File: src/rtl/fetch_buffer_if.sv
`default_nettype none
// =============================================================================
// fetch_buffer_if : fetch-unit bus bundle (back-end control, imem, issue side)
// Revision 1.0
// =============================================================================
interface fetch_buffer_if #(
  parameter int DATA_WIDTH = 16,
  parameter int INST_WIDTH = 4,
  parameter int ISSUE      = 2,
  parameter int ADDR_WIDTH = 7
);
  localparam int LANES    = DATA_WIDTH / INST_WIDTH;
  localparam int PC_WIDTH = ADDR_WIDTH + $clog2(LANES);

  logic                        stall;
  logic                        redirect;
  logic [ADDR_WIDTH-1:0]       redirectAddr;
  logic [ADDR_WIDTH-1:0]       addrInst;
  logic                        memReq;
  logic [DATA_WIDTH-1:0]       instIn;
  logic [ISSUE*INST_WIDTH-1:0] instOut;
  logic                        instValid;
  logic [PC_WIDTH-1:0]         pcOut;

  modport master (
    input  stall, redirect, redirectAddr, instIn,
    output addrInst, memReq, instOut, instValid, pcOut
  );

  modport slave (
    output stall, redirect, redirectAddr, instIn,
    input  addrInst, memReq, instOut, instValid, pcOut
  );
endinterface
`default_nettype wire

File: src/rtl/fetch_buffer.sv
`default_nettype none
// =============================================================================
// fetch_buffer : buffered instruction fetch, DEPTH-word prefetch FIFO, unpacks
//                memory words into ISSUE-wide bundles.  Revision 1.0
// =============================================================================
module fetch_buffer #(
  parameter int DATA_WIDTH = 16,
  parameter int INST_WIDTH = 4,
  parameter int ISSUE      = 2,
  parameter int ADDR_WIDTH = 7,
  parameter int DEPTH      = 4
) (
  input  logic           clk,
  input  logic           reset,
  fetch_buffer_if.master bus
);
  localparam int LANES  = DATA_WIDTH / INST_WIDTH;
  localparam int GROUPS = LANES / ISSUE;
  localparam int BW     = ISSUE * INST_WIDTH;
  localparam int LW     = $clog2(LANES);
  localparam int PCW    = ADDR_WIDTH + LW;
  localparam int GW     = (GROUPS > 1) ? $clog2(GROUPS) : 1;
  localparam int PW     = $clog2(DEPTH);
  localparam int CW     = PW + 1;

  logic [DATA_WIDTH-1:0] fifo_data [DEPTH];
  logic [ADDR_WIDTH-1:0] fifo_addr [DEPTH];

  logic [ADDR_WIDTH-1:0] fetch_ptr;
  logic [ADDR_WIDTH-1:0] req_addr;
  logic                  in_flight;
  logic [PW-1:0]         rd_ptr;
  logic [PW-1:0]         wr_ptr;
  logic [CW-1:0]         count;
  logic [GW-1:0]         grp;
  logic [BW-1:0]         out_q;
  logic [PCW-1:0]        pc_q;
  logic                  valid_q;

  logic                  req;
  logic                  push;
  logic                  load;
  logic                  bypass;
  logic                  avail;
  logic                  last_grp;
  logic                  pop;
  logic                  fifo_pop;
  logic                  fifo_write;
  logic [DATA_WIDTH-1:0] head_word;
  logic [ADDR_WIDTH-1:0] head_addr;
  logic [PCW-1:0]        pc_next;

  always_comb begin
    req       = !reset && !bus.redirect &&
                (({1'b0, count} + {{CW{1'b0}}, in_flight}) < (CW+1)'(DEPTH));
    push      = in_flight && !bus.redirect;
    load      = !bus.stall && !bus.redirect;
    // An empty FIFO forwards the returning word straight to the output register.
    bypass    = (count == '0) && push;
    avail     = (count != '0) || push;
    head_word = bypass ? bus.instIn : fifo_data[rd_ptr];
    head_addr = bypass ? req_addr   : fifo_addr[rd_ptr];
    last_grp  = (grp == GW'(GROUPS - 1));
    pop       = load && avail && last_grp;
    fifo_pop  = pop && !bypass;
    fifo_write = push && !(bypass && pop);
    pc_next   = (PCW'(head_addr) << LW) | PCW'(int'(grp) * ISSUE);
  end

  always_ff @(posedge clk) begin
    if (reset) begin
      fetch_ptr <= '0;
      req_addr  <= '0;
      in_flight <= 1'b0;
      rd_ptr    <= '0;
      wr_ptr    <= '0;
      count     <= '0;
      grp       <= '0;
      out_q     <= '0;
      pc_q      <= '0;
      valid_q   <= 1'b0;
    end else if (bus.redirect) begin
      fetch_ptr <= bus.redirectAddr;
      in_flight <= 1'b0;
      rd_ptr    <= '0;
      wr_ptr    <= '0;
      count     <= '0;
      grp       <= '0;
      valid_q   <= 1'b0;
    end else begin
      in_flight <= req;
      if (req) begin
        fetch_ptr <= fetch_ptr + 1'b1;
        req_addr  <= fetch_ptr;
      end
      if (fifo_write) wr_ptr <= wr_ptr + 1'b1;
      if (fifo_pop)   rd_ptr <= rd_ptr + 1'b1;
      count <= count + CW'(fifo_write) - CW'(fifo_pop);
      if (load) begin
        valid_q <= avail;
        if (avail) begin
          out_q <= head_word[int'(grp)*BW +: BW];
          pc_q  <= pc_next;
          grp   <= last_grp ? '0 : grp + 1'b1;
        end
      end
    end
  end

  always_ff @(posedge clk) begin
    if (!reset && fifo_write) begin
      fifo_data[wr_ptr] <= bus.instIn;
      fifo_addr[wr_ptr] <= req_addr;
    end
  end

  assign bus.memReq    = req;
  assign bus.addrInst  = reset ? '0 : fetch_ptr;
  assign bus.instOut   = out_q;
  assign bus.instValid = valid_q;
  assign bus.pcOut     = pc_q;

endmodule
`default_nettype wire
File: src/flat_wrapper.sv
// flat-port wrapper written by rule: the top's interface ports become plain ports
module fetch_buffer_flat 
#(
  parameter int DATA_WIDTH = 16,
  parameter int INST_WIDTH = 4,
  parameter int ISSUE      = 2,
  parameter int ADDR_WIDTH = 7,
  parameter int DEPTH      = 4
)
  (clk, reset, bus_stall, bus_redirect, bus_redirectAddr, bus_instIn, bus_addrInst, bus_memReq, bus_instOut, bus_instValid, bus_pcOut);
  fetch_buffer_if #(.DATA_WIDTH(DATA_WIDTH), .INST_WIDTH(INST_WIDTH), .ISSUE(ISSUE), .ADDR_WIDTH(ADDR_WIDTH)) bus_i ();
  input  logic clk;
  input  logic reset;
  input wire logic [$bits(bus_i.stall)-1:0] bus_stall;
  input wire logic [$bits(bus_i.redirect)-1:0] bus_redirect;
  input wire logic [$bits(bus_i.redirectAddr)-1:0] bus_redirectAddr;
  input wire logic [$bits(bus_i.instIn)-1:0] bus_instIn;
  output wire logic [$bits(bus_i.addrInst)-1:0] bus_addrInst;
  output wire logic [$bits(bus_i.memReq)-1:0] bus_memReq;
  output wire logic [$bits(bus_i.instOut)-1:0] bus_instOut;
  output wire logic [$bits(bus_i.instValid)-1:0] bus_instValid;
  output wire logic [$bits(bus_i.pcOut)-1:0] bus_pcOut;
  assign bus_i.stall = bus_stall;
  assign bus_i.redirect = bus_redirect;
  assign bus_i.redirectAddr = bus_redirectAddr;
  assign bus_i.instIn = bus_instIn;
  assign bus_addrInst = bus_i.addrInst;
  assign bus_memReq = bus_i.memReq;
  assign bus_instOut = bus_i.instOut;
  assign bus_instValid = bus_i.instValid;
  assign bus_pcOut = bus_i.pcOut;
  fetch_buffer #(.DATA_WIDTH(DATA_WIDTH), .INST_WIDTH(INST_WIDTH), .ISSUE(ISSUE), .ADDR_WIDTH(ADDR_WIDTH), .DEPTH(DEPTH)) u_core (.clk(clk), .reset(reset), .bus(bus_i));
endmodule
File: config.mk
export PLATFORM = sky130hd
export DESIGN_NAME = fetch_buffer_flat
export DESIGN_NICKNAME = d
export VERILOG_FILES = /design/src/rtl/fetch_buffer_if.sv /design/src/rtl/fetch_buffer.sv /design/src/flat_wrapper.sv
export SDC_FILE = /design/constraint.sdc
export NUM_CORES = 1
export LEC_CHECK = 0
export BUFFER_PORTS_ARGS = -buffer_cell sky130_fd_sc_hd__buf_4
export CORE_MARGIN = 8
export CORE_UTILIZATION = 59
export DETAILED_ROUTE_END_ITERATION = 7
export PLACE_DENSITY = 0.78
export SLEW_MARGIN = 5
export SYNTH_ARGS = -nofsm -noshare
export SYNTH_HDL_FRONTEND = slang
export SYNTH_SLANG_ARGS = --single-unit
File: constraint.sdc
create_clock -name clk -period 3.2 [get_ports clk]
set_input_delay 0.64 -clock clk [delete_from_list [all_inputs] [get_ports clk]]
set_output_delay 0.64 -clock clk [all_outputs]
set_load 0.01 [all_outputs]
; Yosys cells after proc, flatten, opt, wreduce, memory -nomap -nowiden
; Memories as Yosys holds them, arrays and structs flattened. A register that Yosys moved wholly into a read port is not among the register bits.
; Cells that the tools add are included.
[totals]
register_bits = 41
ram_bits = 92
inputBits = 27
out_inout_bits = 26
wordCells = 59
mem_count = 2
[memory_table]
columns = memory, depth, width, read_ports, rd_clocked_by_memory_dff, wr, line_no
row1 = u_core.fifo_data, 4, 16, 1, 1, 1, fetch_buffer.sv:26  ; logic [DATA_WIDTH-1:0] fifo_data [DEPTH];
row2 = u_core.fifo_addr, 4, 7, 1, 1, 1, fetch_buffer.sv:27  ; logic [ADDR_WIDTH-1:0] fifo_addr [DEPTH];
[classes]
add_sub_neg = 7
order_cmp = 1
n_shift = 1
n_mux = 12
bitwise_logic = 2
reduce_logical = 24
[op_table]
columns = operator, n
row1 = $mux W7, 4
row2 = $mux W16, 1
row3 = $shiftx A16 B5 Y8, 1
row4 = $logic_and A1 B1 Y1, 11
row5 = $or A9 B2 Y9, 1
row6 = $mux W2, 4
row7 = $add A7 B1 Y7 const B, 1
row8 = $logic_not A1 Y1, 5
row9 = $add A2 B1 Y2 const B, 2
row10 = $add A3 B1 Y4, 1
row11 = $lt A4 B3 Y1 const B, 1
row12 = $reduce_and A2 Y1, 2
row13 = $add A3 B1 Y3, 1
row14 = $logic_not A3 Y1, 1
row15 = $mux W1, 3
row16 = $reduce_and A3 Y1, 1
row17 = $reduce_bool A3 Y1, 1
row18 = $sub A3 B1 Y3, 1
row19 = $reduce_bool A2 Y1, 1
row20 = $reduce_or A2 Y1, 1
row21 = $add A1 B1 Y1 const B, 1
row22 = $logic_or A1 B1 Y1, 1
row23 = $not A1 Y1, 1

; Depth between registers and ports, before layout
; Gate-level depths: netlist of run 1.
[logic_depth]
word_depth = 11
mapped_depth = 9
depth_no_buf = 9

; Least setup slack after synthesis of run 1
; Ideal clock, no wire load.
[synth_path]
kind = input -> register
from = input port bus_redirect
to = memory u_core.fifo_addr[0][0] (enable)
setup_time_ns = 0.382
arrival_ns = 2.058
t_required_ns = 2.818
path_slack_ns = 0.760
stages = 5
path_buffers = 1
path_cell_list = nor2b_1 clkbuf_1 o31a_1 nor2b_1 and2_1
[synth_via]
elab_chain_cells = 11
word_cells_on_any_way = 13
classes_between = mux: 2 / reduce/logical: 11
[synth_rtl]
columns = element, line_no
row1 = start: declaration, flat_wrapper.sv:15  ; input wire logic [$bits(bus_i.redirect)-1:0] bus_redirect;
row2 = $logic_not A1 Y1 *, "fetch_buffer.sv:56, fetch_buffer.sv:57"
row3 = $logic_and A1 B1 Y1, fetch_buffer.sv:56  ; push = in_flight && !bus.redirect;
row4 = $logic_or A1 B1 Y1, fetch_buffer.sv:60  ; avail = (count != '0) || push;
row5 = $logic_and A1 B1 Y1 (2 in series), fetch_buffer.sv:64  ; pop = load && avail && last_grp;
row6 = $logic_and A1 B1 Y1, fetch_buffer.sv:66  ; fifo_write = push && !(bypass && pop);
row7 = $logic_not A1 Y1, fetch_buffer.sv:66
row8 = $logic_and A1 B1 Y1 *, fetch_buffer.sv:66
row9 = $logic_and A1 B1 Y1 *, fetch_buffer.sv:111  ; if (!reset && fifo_write) begin
row10 = $mux W1 *, fetch_buffer.sv:111
row11 = $mux W1 (implied by the code) *, fetch_buffer.sv:113  ; fifo_addr[wr_ptr] <= req_addr;
row12 = end: declaration, fetch_buffer.sv:27
; Mark *: on every way between the ends. The rest lies on a longest branch, timed or not.

; Worst setup path in the final report of run 1
[layout_path]
from = register u_core.count[1]
to = output port bus_memReq
[layout_via]
elab_chain_cells = 3
[layout_rtl]
columns = element, line_no
row1 = start: declaration, fetch_buffer.sv:34  ; logic [CW-1:0] count;
row2 = start signal: assignment, fetch_buffer.sv:98  ; count <= count + CW'(fifo_write) - CW'(fifo_pop);
row3 = $add A3 B1 Y4, fetch_buffer.sv:55  ; (({1'b0, count} + {{CW{1'b0}}, in_flight}) < (CW+1)'(DEPTH));
row4 = $lt A4 B3 Y1, fetch_buffer.sv:55
row5 = $logic_and A1 B1 Y1, fetch_buffer.sv:54  ; req = !reset && !bus.redirect &&
row6 = end: declaration, flat_wrapper.sv:19  ; output wire logic [$bits(bus_i.memReq)-1:0] bus_memReq;
; No other way between the ends.

==> results of run 1 <==
how the worst min path moves through the flow:
stage	slack (ps)	depth (start not counted)	endpoint	startpoint
after floorplan	450	2	u_core.req_addr[6]	u_core.fetch_ptr[6]
final	330	1	u_core.fifo_data[3][8]	bus_instIn[8]
after global routing	310	1	u_core.fifo_data[3][8]	bus_instIn[8]
after detailed placement	490	2	u_core.req_addr[6]	u_core.fetch_ptr[6]
after global placement	470	2	u_core.bus.pcOut[1]	u_core.bus.pcOut[1]
after CTS	310	1	u_core.fifo_data[2][12]	bus_instIn[12]
metal layers:
layer	up-vias	wire, um	GRT usage, %
li1	1515	-	-
met1	1730	4630	23.5
met2	191	6270	32.3
met3	23	1010	6.44
met4	0	250	8.36
met5	-	0	0
stage by stage:
step / hold slack, ps / cells / util, %
after global routing: 315 / 540 / 72.8
after global placement: 473 / 508 / 65.7
after floorplan: 453 / 358 / -
after detailed placement: 486 / 508 / 65.7
final: 328 / 540 / 72.8
after CTS: 314 / 540 / 72.8
registers in the layout (all words and copies together), names as in the netlist, named ones only:
signal	cells
u_core.bus.instOut	8
u_core.fifo_data	64
u_core.fifo_addr	28
u_core.rd_ptr	2
u_core.count	3
u_core.wr_ptr	2
u_core.grp	1
u_core.in_flight	1
u_core.fetch_ptr	7
u_core.bus.instValid	1
u_core.bus.pcOut	8
u_core.req_addr	7
power by group through the flow:
| stage | registers, mW | logic, mW | clock network, mW |
|---|---|---|---|
| 3_5_place_dp | 1.93 | 0.157 | 0 |
| 5_1_grt | 1.89 | 0.172 | 2.22 |
| 4_1_cts | 1.89 | 0.158 | 2.15 |
| 2_1_floorplan | 1.92 | 0.0782 | 0 |
| 3_3_place_gp | 1.92 | 0.151 | 0 |
| 6_report | 1.89 | 0.159 | 2.13 |
cells in the mapped netlist (all sizes together) (2+ instances only):
| master | number |
|---|---|
| xnor2 | 3 |
| inv | 14 |
| nor2 | 21 |
| or3 | 3 |
| nor2b | 9 |
| edfxtp | 92 |
| a221oi | 3 |
| nor3 | 3 |
| a21o | 8 |
| o31ai | 3 |
| nand3 | 16 |
| o41a | 3 |
| a21oi | 11 |
| o2bb2ai | 2 |
| mux4 | 31 |
| ha | 8 |
| clkbuf | 16 |
| o21ai | 11 |
| a32oi | 3 |
| a31oi | 2 |
| buf | 7 |
| a311oi | 8 |
| nor3b | 8 |
| and2 | 6 |
| nand2 | 12 |
| dfxtp | 42 |
cells by family (layout without fill, tap and decap cells):
| logic type | Yosys count | count (layout) | synth area share [%] |
|---|---|---|---|
| adders and majority gates | 9 | 9 | 2.17 |
| xor gates and xnor gates | 4 | 4 | 0.634 |
| buffers and inverters | 37 | 108 | 3.17 |
| muxes | 32 | 32 | 13.5 |
| and+or+nand+nor | 81 | 81 | 7.54 |
| other | 1 | 1 | 0.0678 |
| AOI/OAI and AO/OA | 60 | 60 | 7.74 |
| DFF | 134 | 134 | 65.2 |
area by class of cell:
cell class / instances / area [um2]
Timing Repair Buffer: 62 / 465
Tap cell: 111 / 139
Clock inverter: 14 / 231
Clock buffer: 18 / 418
Multi-Input combinational cell: 187 / 1750
Sequential cell: 134 / 3600
Inverter: 14 / 52.6
Fill cell: 566 / 2490
==> run_results.csv, run 1 <==
group,metric,value,unit
worst_setup_path,crit_fanout,18,
power,p_leak,2.46,nW
finish,n_antenna_cell,0,
place,place_ws,637,ps
synthesis,synth_edf_count,92,
worst_setup_path,path_delay_family,"compound AO/OA/AOI/OAI gates",
finish,finalNetCount,452,
floorplan,die_area,12700,um2
worst_setup_path,cp.arrival,2140,ps
worst_setup_path,path_class,"reg -> out",
finish,final_cell_area,6660,um2
power,p_per_area,627,nW/um2
power,p_sw_share,19.5,%
grt,antenna_found_initial,0,
power,combPwrFrac,3.8,%
clock_tree,worst_skew_pair.late_latency,520,ps
flow_run,cap_violations,0,
worst_setup_path,cpMaxStageDelayCell,"o22a_1",
worst_setup_path,reg2reg_from,"u_core.count[2]",
detailed_routing,drt_drc_violations_left,0,
timing,finalSetupViolCount,0,
floorplan,ios,53,
clock_tree,cts_buffers,17,
grt,grt_pass1_vias,3486,
floorplan,core,9150,um2
worst_setup_path,r2r-end,"u_core.count[2]",
power,power.total,4.18,mW
timing,slew_headroom,34.1,%
finish,final_common_cell,"edfxtp_1",
timing,rsz0062_at_grt,"no",
power,internal-power,3.36,mW
clock_tree,cts_sinks,134,
synthesis,avgSynthCellArea,15.4,um2
detailed_routing,firstDrtPassIters,6,
finish,layout-drive-gt1-share,26.6,%
detailed_routing,wire_per_inst,22.5,um
detailed_routing,ant_nets,0,
synthesis,syn_area,5530,um2
timing,clock.fmax,359,MHz
timing,slew_viol_final,0,
synthesis,ys_seq_area_share,65.2,%
worst_setup_path,crit_chain,"ha_1, o211a_1, o22a_1, nor2_1, buf_4",
worst_setup_path,startpoint_type,"flop",
grt,grt.total_usage,19.7,%
clock_tree,tritoncts,"built",
detailed_routing,initialDrtViolationCount,330,
clock_tree,postCtsResizedCells,0,
timing,hold_viol_final,0,
finish,area_delta_synth_final,20.5,%
timing,finalWorstSetupSlack,418,ps
worst_setup_path,cp_num_cells,5,
floorplan,initial_core_util,60.4,%
worst_setup_path,endpoint,"bus_memReq",
worst_setup_path,rrSetupSlack,820,ps
power,p_sw,0.816,mW
clock_tree,htreeDepth,4,
floorplan,row_count,35,
clock_tree,post_cts_buffers,0,
synthesis,synth_top_area_share,50.0,%
worst_setup_path,rr_worst_depth,9,
timing,worst_pin_slew,989,ps
floorplan,fp.dieH,113,um
worst_hold_path,hold_path.class,"in -> reg",
clock_tree,clockBufferDepth,2,
finish,final_cell_mix,"edfxtp_1 (92), buf_4 (62), dfxtp_1 (42)",
worst_setup_path,critPathMaxStageDelay,540,ps
place,port_buffers,51,
synthesis,yosys.area.top_type,"edfxtp_1",
worst_setup_path,worstPathRequired,2560,ps
place,dp_hpwl,7140,um
place,globalplace.congestion,0.780,
place,placed_cell_area,6010,um2
detailed_routing,vias,3459,
synthesis,yosys_register_bits,134,
grt,grt_max_degree,46,
synthesis,synthArstFlopShare,0,%
synthesis,synth_area_leaders,"edfxtp_1 (50%), dfxtp_1 (15%), mux4_2 (8.6%), mux4_1 (4.8%), ha_1 (1.8%)",
power,sequentialPowerShare,45.3,%
timing,clock_skew,5.15,ps
timing,fin_crit_sh,86.9,%
synthesis,synthCells,358,
floorplan,die_x,113,um
detailed_routing,via_per_inst,6.41,
status,status,"completed",
clock_tree,root_buffer,"clkbuf_8",
power,vdd_drop_max,0.000336,V
worst_setup_path,path_buf_inv,1,
worst_setup_path,end_kind,"output port",
synthesis,ys.flop_type,"edfxtp_1",
clock_tree,hold_buffers,0,
synthesis,synth.distinct_cells,45,
timing,fin_tns_setup,0,ps
synthesis,ys.warnings.count,0,
grt,grt_pass1_wl,18800,um
timing,layout_min_cycle_time,2780,ps
clock_tree,path_clk_slew,60,ps
synthesis,synth.net_count,394,
worst_setup_path,timing.critical_path.from,"u_core.count[1]",
grt,overflow,0,
detailed_routing,routed_wl,12200,um
power,clkPwrFrac,50.9,%
(Power assumes the default switching activity.)
==> inputs of run 2 (changes only) <==
--- a/config.mk
+++ b/config.mk
@@ -7,9 +7,9 @@
 export LEC_CHECK = 0
 export BUFFER_PORTS_ARGS = -buffer_cell sky130_fd_sc_hd__buf_4
 export CORE_MARGIN = 8
-export CORE_UTILIZATION = 59
+export CORE_UTILIZATION = 50
 export DETAILED_ROUTE_END_ITERATION = 7
-export PLACE_DENSITY = 0.78
+export PLACE_DENSITY = 0.68
 export SLEW_MARGIN = 5
 export SYNTH_ARGS = -nofsm -noshare
 export SYNTH_HDL_FRONTEND = slang
==> run 2 against run 1 <==
Effect of this change:
- routed wire length shrank 9.4%
- largest cell class unchanged
- count of clock-buffer cells in the layout is 2 higher
- fmax is 0.94% higher
- final area fell by 1.1%
- largest power group is now sequential cells
- global-route usage fell by 3.8 points
- first-iteration DRC count is 3.6% lower
- sequential power about the same
- setup slack better by 26 ps
- critical path type unchanged
- critical path depth stayed put
==> run_results.csv, run 2 (synthesis results as in run 1) <==
group,metric,value,unit
status,status,"completed",
grt,grt_pass1_wl,17500,um
finish,largest_registers,"u_core.fifo_data x64, u_core.fifo_addr x28",
place,placed_cell_area,6050,um2
finish,final_common_cell,"edfxtp_1",
grt,grt.total_usage,15.9,%
worst_setup_path,crit_fanout,18,
clock_tree,cts_buffers,17,
worst_setup_path,rrSetupSlack,860,ps
power,p_leak,2.41,nW
grt,overflow,0,
timing,clock.fmax,363,MHz
floorplan,die_area,14700,um2
grt,antenna_found_initial,0,
timing,slew_headroom,45.1,%
worst_setup_path,end_kind,"output port",
timing,rsz0062_at_grt,"no",
detailed_routing,via_per_inst,5.66,
finish,largest_register_ffs,64,
finish,largest-register,"u_core.fifo_data",
worst_setup_path,r2r-end,"u_core.count[2]",
floorplan,die_x,121,um
power,power.total,3.76,mW
floorplan,row_count,38,
detailed_routing,wire_per_inst,19.3,um
power,vdd_drop_max,0.000346,V
worst_setup_path,worstPathRequired,2560,ps
grt,grt_max_degree,46,
finish,n_antenna_cell,0,
clock_tree,tritoncts,"built",
finish,fillers,779,
worst_setup_path,cp.arrival,2120,ps
timing,hold_slack,321,ps
worst_setup_path,endpoint,"bus_memReq",
worst_hold_path,min-delay-start,"bus_instIn[11]",
floorplan,initial_core_util,51.2,%
timing,slew_viol_final,0,
worst_setup_path,path_class,"reg -> out",
timing,clock_skew,9.26,ps
worst_hold_path,hold_path.class,"in -> reg",
clock_tree,worst_skew_pair.late_latency,530,ps
finish,layout-drive-gt1-share,27.2,%
finish,final_cell_mix,"edfxtp_1 (92), buf_4 (63), dfxtp_1 (42)",
place,place_ws,629,ps
timing,layout_min_cycle_time,2760,ps
grt,grt_pass1_vias,3338,
finish,instances_no_fill,570,
finish,multiInputGateArea,1750,um2
detailed_routing,drt_drc_violations_left,0,
clock_tree,path_clk_slew,60,ps
finish,utilization,61.0,%
clock_tree,post_cts_buffers,0,
clock_tree,htreeDepth,4,
worst_setup_path,rr_worst_depth,9,
place,post-place-cells,538,
place,port_buffers,51,
detailed_routing,initialDrtViolationCount,318,
worst_setup_path,reg2reg_from,"u_core.count[2]",
worst_setup_path,startpoint_type,"flop",
finish,finalNetCount,453,
clock_tree,hold_buffers,0,
finish,final_cell_area,6590,um2
power,p_per_area,570,nW/um2
timing,finalSetupViolCount,0,
floorplan,fp.dieH,121,um
clock_tree,cts_sinks,134,
timing,hold_viol_final,0,
timing,finalWorstSetupSlack,444,ps
detailed_routing,firstDrtPassIters,5,
timing,fin_tns_setup,0,ps
clock_tree,root_buffer,"clkbuf_8",
floorplan,ios,53,
place,globalplace.congestion,0.756,
clock_tree,clockBufferDepth,2,
clock_tree,postCtsResizedCells,0,
detailed_routing,routed_wl,11000,um
worst_setup_path,timing.critical_path.from,"u_core.count[1]",
timing,fin_crit_sh,86.1,%
finish,regArea,3600,um2
detailed_routing,vias,3226,
floorplan,core,10800,um2
flow_run,cap_violations,0,
place,dp_hpwl,6890,um
detailed_routing,ant_nets,0,
finish,area_delta_synth_final,19.1,%
timing,worst_pin_slew,822,ps
## run 2: layout make-up
cell class                 instances  share of cell area [%]
sequential                       134                    54.7
multi-input combinational        187                    26.6
timing repair buffer              63                    7.18
clock buffer                      20                    6.91
tap                              140                    2.66
clock inverter                    12                    1.18
inverter                          14                   0.798
## run 2: layer usage
layer  vias to the layer above  routed length, um  GRT usage (%)
li1                       1519                  -              -
met1                      1617               4860           20.2
met2                        84               5380           24.2
met3                         6                709           6.10
met4                         0                 77           6.25
met5                         -                  0              0
## run 2: worst min path at each step
stage | end | slack (ps) | cells after the start
6_report | u_core.fifo_data[0][11] | 320 | 1
5_1_grt | u_core.fifo_data[0][11] | 290 | 1
4_1_cts | u_core.fifo_data[3][7] | 290 | 1
3_5_place_dp | u_core.req_addr[6] | 480 | 2
3_3_place_gp | u_core.req_addr[6] | 480 | 2
2_1_floorplan | u_core.req_addr[6] | 450 | 2
## run 2: power breakdown
part	total [mW]	leakage (nW)	internal, mW	switching, mW
Combinational	0.154	0.935	0.0729	0.0816
Sequential	1.89	1.21	1.87	0.0191
Clock	1.71	0.261	1.01	0.706
Total	3.76	2.41	2.95	0.807
## run 2: critical path, stage by stage (launching register included)
cell,delay [ps]
dfxtp_1,430
ha_1,220
o211a_1,160
o22a_1,530
nor2_1,80
buf_4,160
==> inputs of run 3 (changes only) <==
--- a/config.mk
+++ b/config.mk
@@ -5,11 +5,12 @@
 export SDC_FILE = /design/constraint.sdc
 export NUM_CORES = 1
 export LEC_CHECK = 0
+export ABC_AREA = 1
 export BUFFER_PORTS_ARGS = -buffer_cell sky130_fd_sc_hd__buf_4
 export CORE_MARGIN = 8
-export CORE_UTILIZATION = 50
+export CORE_UTILIZATION = 59
 export DETAILED_ROUTE_END_ITERATION = 7
-export PLACE_DENSITY = 0.68
+export PLACE_DENSITY = 0.78
 export SLEW_MARGIN = 5
 export SYNTH_ARGS = -nofsm -noshare
 export SYNTH_HDL_FRONTEND = slang
==> run 3 against run 2 <==
Effect of this change:
- synthesized cell count rose by 68%
- combinational power rose by 16%
- global-route usage rose by 4.2 points
- utilization rose by 9.5 points
- cell count rose by 40%
- die area fell by 9.8%
- total power rose by 1.5%
- first-iteration DRC count rose by 1.3%
- critical path type is now reg -> reg
- largest cell class unchanged
==> run_results.csv, run 3 <==
group,metric,value,unit
clock_tree,path_clk_slew,60,ps
detailed_routing,wire_per_inst,15.8,um
grt,antenna_found_initial,0,
finish,layout-drive-gt1-share,16.3,%
power,p_per_area,561,nW/um2
clock_tree,tritoncts,"built",
floorplan,initial_core_util,60.1,%
finish,largest_register_ffs,64,
status,status,"completed",
detailed_routing,vias,4287,
floorplan,core,9640,um2
place,port_buffers,51,
clock_tree,htreeDepth,4,
synthesis,synth_edf_count,92,
worst_setup_path,end_kind,"flop",
detailed_routing,via_per_inst,5.36,
synthesis,synthAdderAreaFrac,2.07,%
detailed_routing,firstDrtPassIters,6,
clock_tree,hold_buffers,0,
finish,area_delta_synth_final,17.5,%
synthesis,synth_area_leaders,"edfxtp_1 (48%), dfxtp_1 (15%), nand2_1 (8.4%), nor2_1 (5.5%), nand3_1 (5.4%)",
detailed_routing,routed_wl,12600,um
timing,rsz0062_at_grt,"no",
worst_setup_path,worstPathRequired,3650,ps
synthesis,synth_xor_xnor_area_share,0.303,%
finish,largest-register,"u_core.fifo_data",
timing,finalSetupViolCount,0,
place,globalplace.congestion,0.869,
grt,grt_pass1_vias,4371,
timing,fin_crit_sh,76.8,%
worst_setup_path,path_class,"reg -> reg",
synthesis,synth_compound_area_share,7.09,%
worst_setup_path,startpoint_type,"flop",
power,vdd_drop_max,0.000299,V
synthesis,yosysMostFrequentCell,"nand2_1",
worst_setup_path,cp.arrival,2910,ps
power,p_leak,2.82,nW
clock_tree,cts_sinks,134,
finish,fillers,726,
flow_run,cap_violations,0,
worst_setup_path,cpMostUsedCell,"inv_1",
clock_tree,clockBufferDepth,2,
clock_tree,root_buffer,"clkbuf_8",
synthesis,synthCells,601,
synthesis,ys.warnings.count,0,
synthesis,synthMuxAreaShare,0,%
timing,clock_skew,5.69,ps
worst_setup_path,cpMaxStageDelayCell,"fa_1",
floorplan,die_x,115,um
clock_tree,post_cts_buffers,0,
grt,overflow,0,
finish,multiInputGateArea,1840,um2
worst_hold_path,hold_path.class,"in -> reg",
grt,grt_pass1_wl,20500,um
synthesis,synth.net_count,637,
timing,fin_tns_setup,0,ps
finish,regArea,3600,um2
synthesis,synthArstFlopShare,0,%
timing,slew_viol_final,0,
finish,instances_no_fill,800,
finish,n_antenna_cell,0,
timing,clock.fmax,407,MHz
synthesis,syn_area,5790,um2
finish,final_common_cell,"nand2_1",
worst_setup_path,critPathMaxStageDelay,480,ps
detailed_routing,ant_nets,0,
grt,grt.total_usage,20.2,%
synthesis,ys_seq_area_share,62.2,%
worst_setup_path,crit_fanout,11,
synthesis,synth-simple-area-share,22.0,%
synthesis,yosys_register_bits,134,
detailed_routing,drt_drc_violations_left,0,
synthesis,synth_top_family_by_area,"simple AND/OR/NAND/NOR gates",
synthesis,synth_top_area_share,47.7,%
timing,layout_min_cycle_time,2460,ps
grt,grt_max_degree,54,
synthesis,avgSynthCellArea,9.63,um2
floorplan,fp.dieH,115,um
floorplan,ios,53,
finish,final_cell_mix,"nand2_1 (130), edfxtp_1 (92), nor2_1 (81)",
synthesis,ys.flop_type,"edfxtp_1",
place,dp_hpwl,7950,um
synthesis,synthTopCellsByCount,"nand2_1 (130), edfxtp_1 (92), nor2_1 (85)",
floorplan,die_area,13200,um2
place,post-place-cells,768,
timing,slew_headroom,56.5,%
timing,hold_viol_final,0,
finish,largest_registers,"u_core.fifo_data x64, u_core.fifo_addr x28",
detailed_routing,initialDrtViolationCount,322,
clock_tree,worst_skew_pair.late_latency,520,ps
finish,finalNetCount,690,
clock_tree,cts_buffers,17,
floorplan,row_count,36,
synthesis,synth.distinct_cells,31,
timing,worst_pin_slew,651,ps
worst_setup_path,crit_chain,"nor2_1, nand3_1, nand3_2, inv_1, nand2_1, inv_1, ha_1, inv_1, ha_1, fa_1, inv_1, nor2_1",
synthesis,yosys.area.top_type,"edfxtp_1",
clock_tree,postCtsResizedCells,0,
==> run 3: through the flow <==
stage / total power [mW] / area (um2) / setup WS (ps) / utilization (%) / hold WS, ps
4_1_cts: 3.83 / 6800 / 752 / 70.6 / 308
5_1_grt: 3.94 / 6800 / 520 / 70.6 / 312
3_3_place_gp: 2.11 / 6260 / 640 / 65.0 / 467
6_report: 3.81 / 6800 / 742 / 70.6 / 333
3_5_place_dp: 2.11 / 6260 / 564 / 65.0 / 458
2_1_floorplan: 2.03 / 5790 / 580 / - / 465
==> run 3: final timing paths <==
| path | startpoint | endpoint | slack (ps) | depth (start not counted) |
|---|---|---|---|---|
| max | u_core.count[2] | u_core.count[1] | 740 | 12 |
| min | bus_instIn[10] | u_core.fifo_data[1][10] | 330 | 1 |
| max reg2reg | u_core.count[2] | u_core.count[1] | 740 | 12 |
| min reg2reg | u_core.bus.pcOut[1] | u_core.bus.pcOut[1] | 470 | 2 |
==> run 3: power breakdown <==
group / total (mW) / internal [mW] / switching (mW)
registers: 1.90 / 1.88 / 0.0219
logic: 0.179 / 0.0700 / 0.109
clock network: 1.74 / 1.05 / 0.683
total: 3.81 / 3.00 / 0.814
==> run 3: area by class of cell <==
cell class	instances	area share (%)
Inverter	53	2.92
Multi-Input combinational cell	387	27.0
Tap cell	133	2.45
Sequential cell	134	53.0
Timing Repair Buffer	61	6.73
Clock inverter	9	0.717
Clock buffer	23	7.19
==> run 3: cells by family after synthesis <==
logic type / after synthesis
compound gates: 79
fa+ha+maj: 9
flops: 134
other cells: 1
xor+xnor: 2
buf+inv: 80
simple gates: 296
==> run 3: routing by layer <==
layer  GRT usage (%)  vias to the layer above  wire [um]
li1                -                     2108          -
met1            23.6                     1999       5280
met2            32.9                      166       6290
met3            5.99                       14        915
met4            10.6                        0        117
met5               0                        -          0
==> run 3: critical path: cells and delay by family, from the launching register on <==
| kind | cells | cell delay [ps] |
|---|---|---|
| flip-flops | 1 | 330 |
| buffers and inverters | 4 | 250 |
| adder cells (fa/ha/maj) | 3 | 960 |
| AND/OR/NAND/NOR | 5 | 850 |
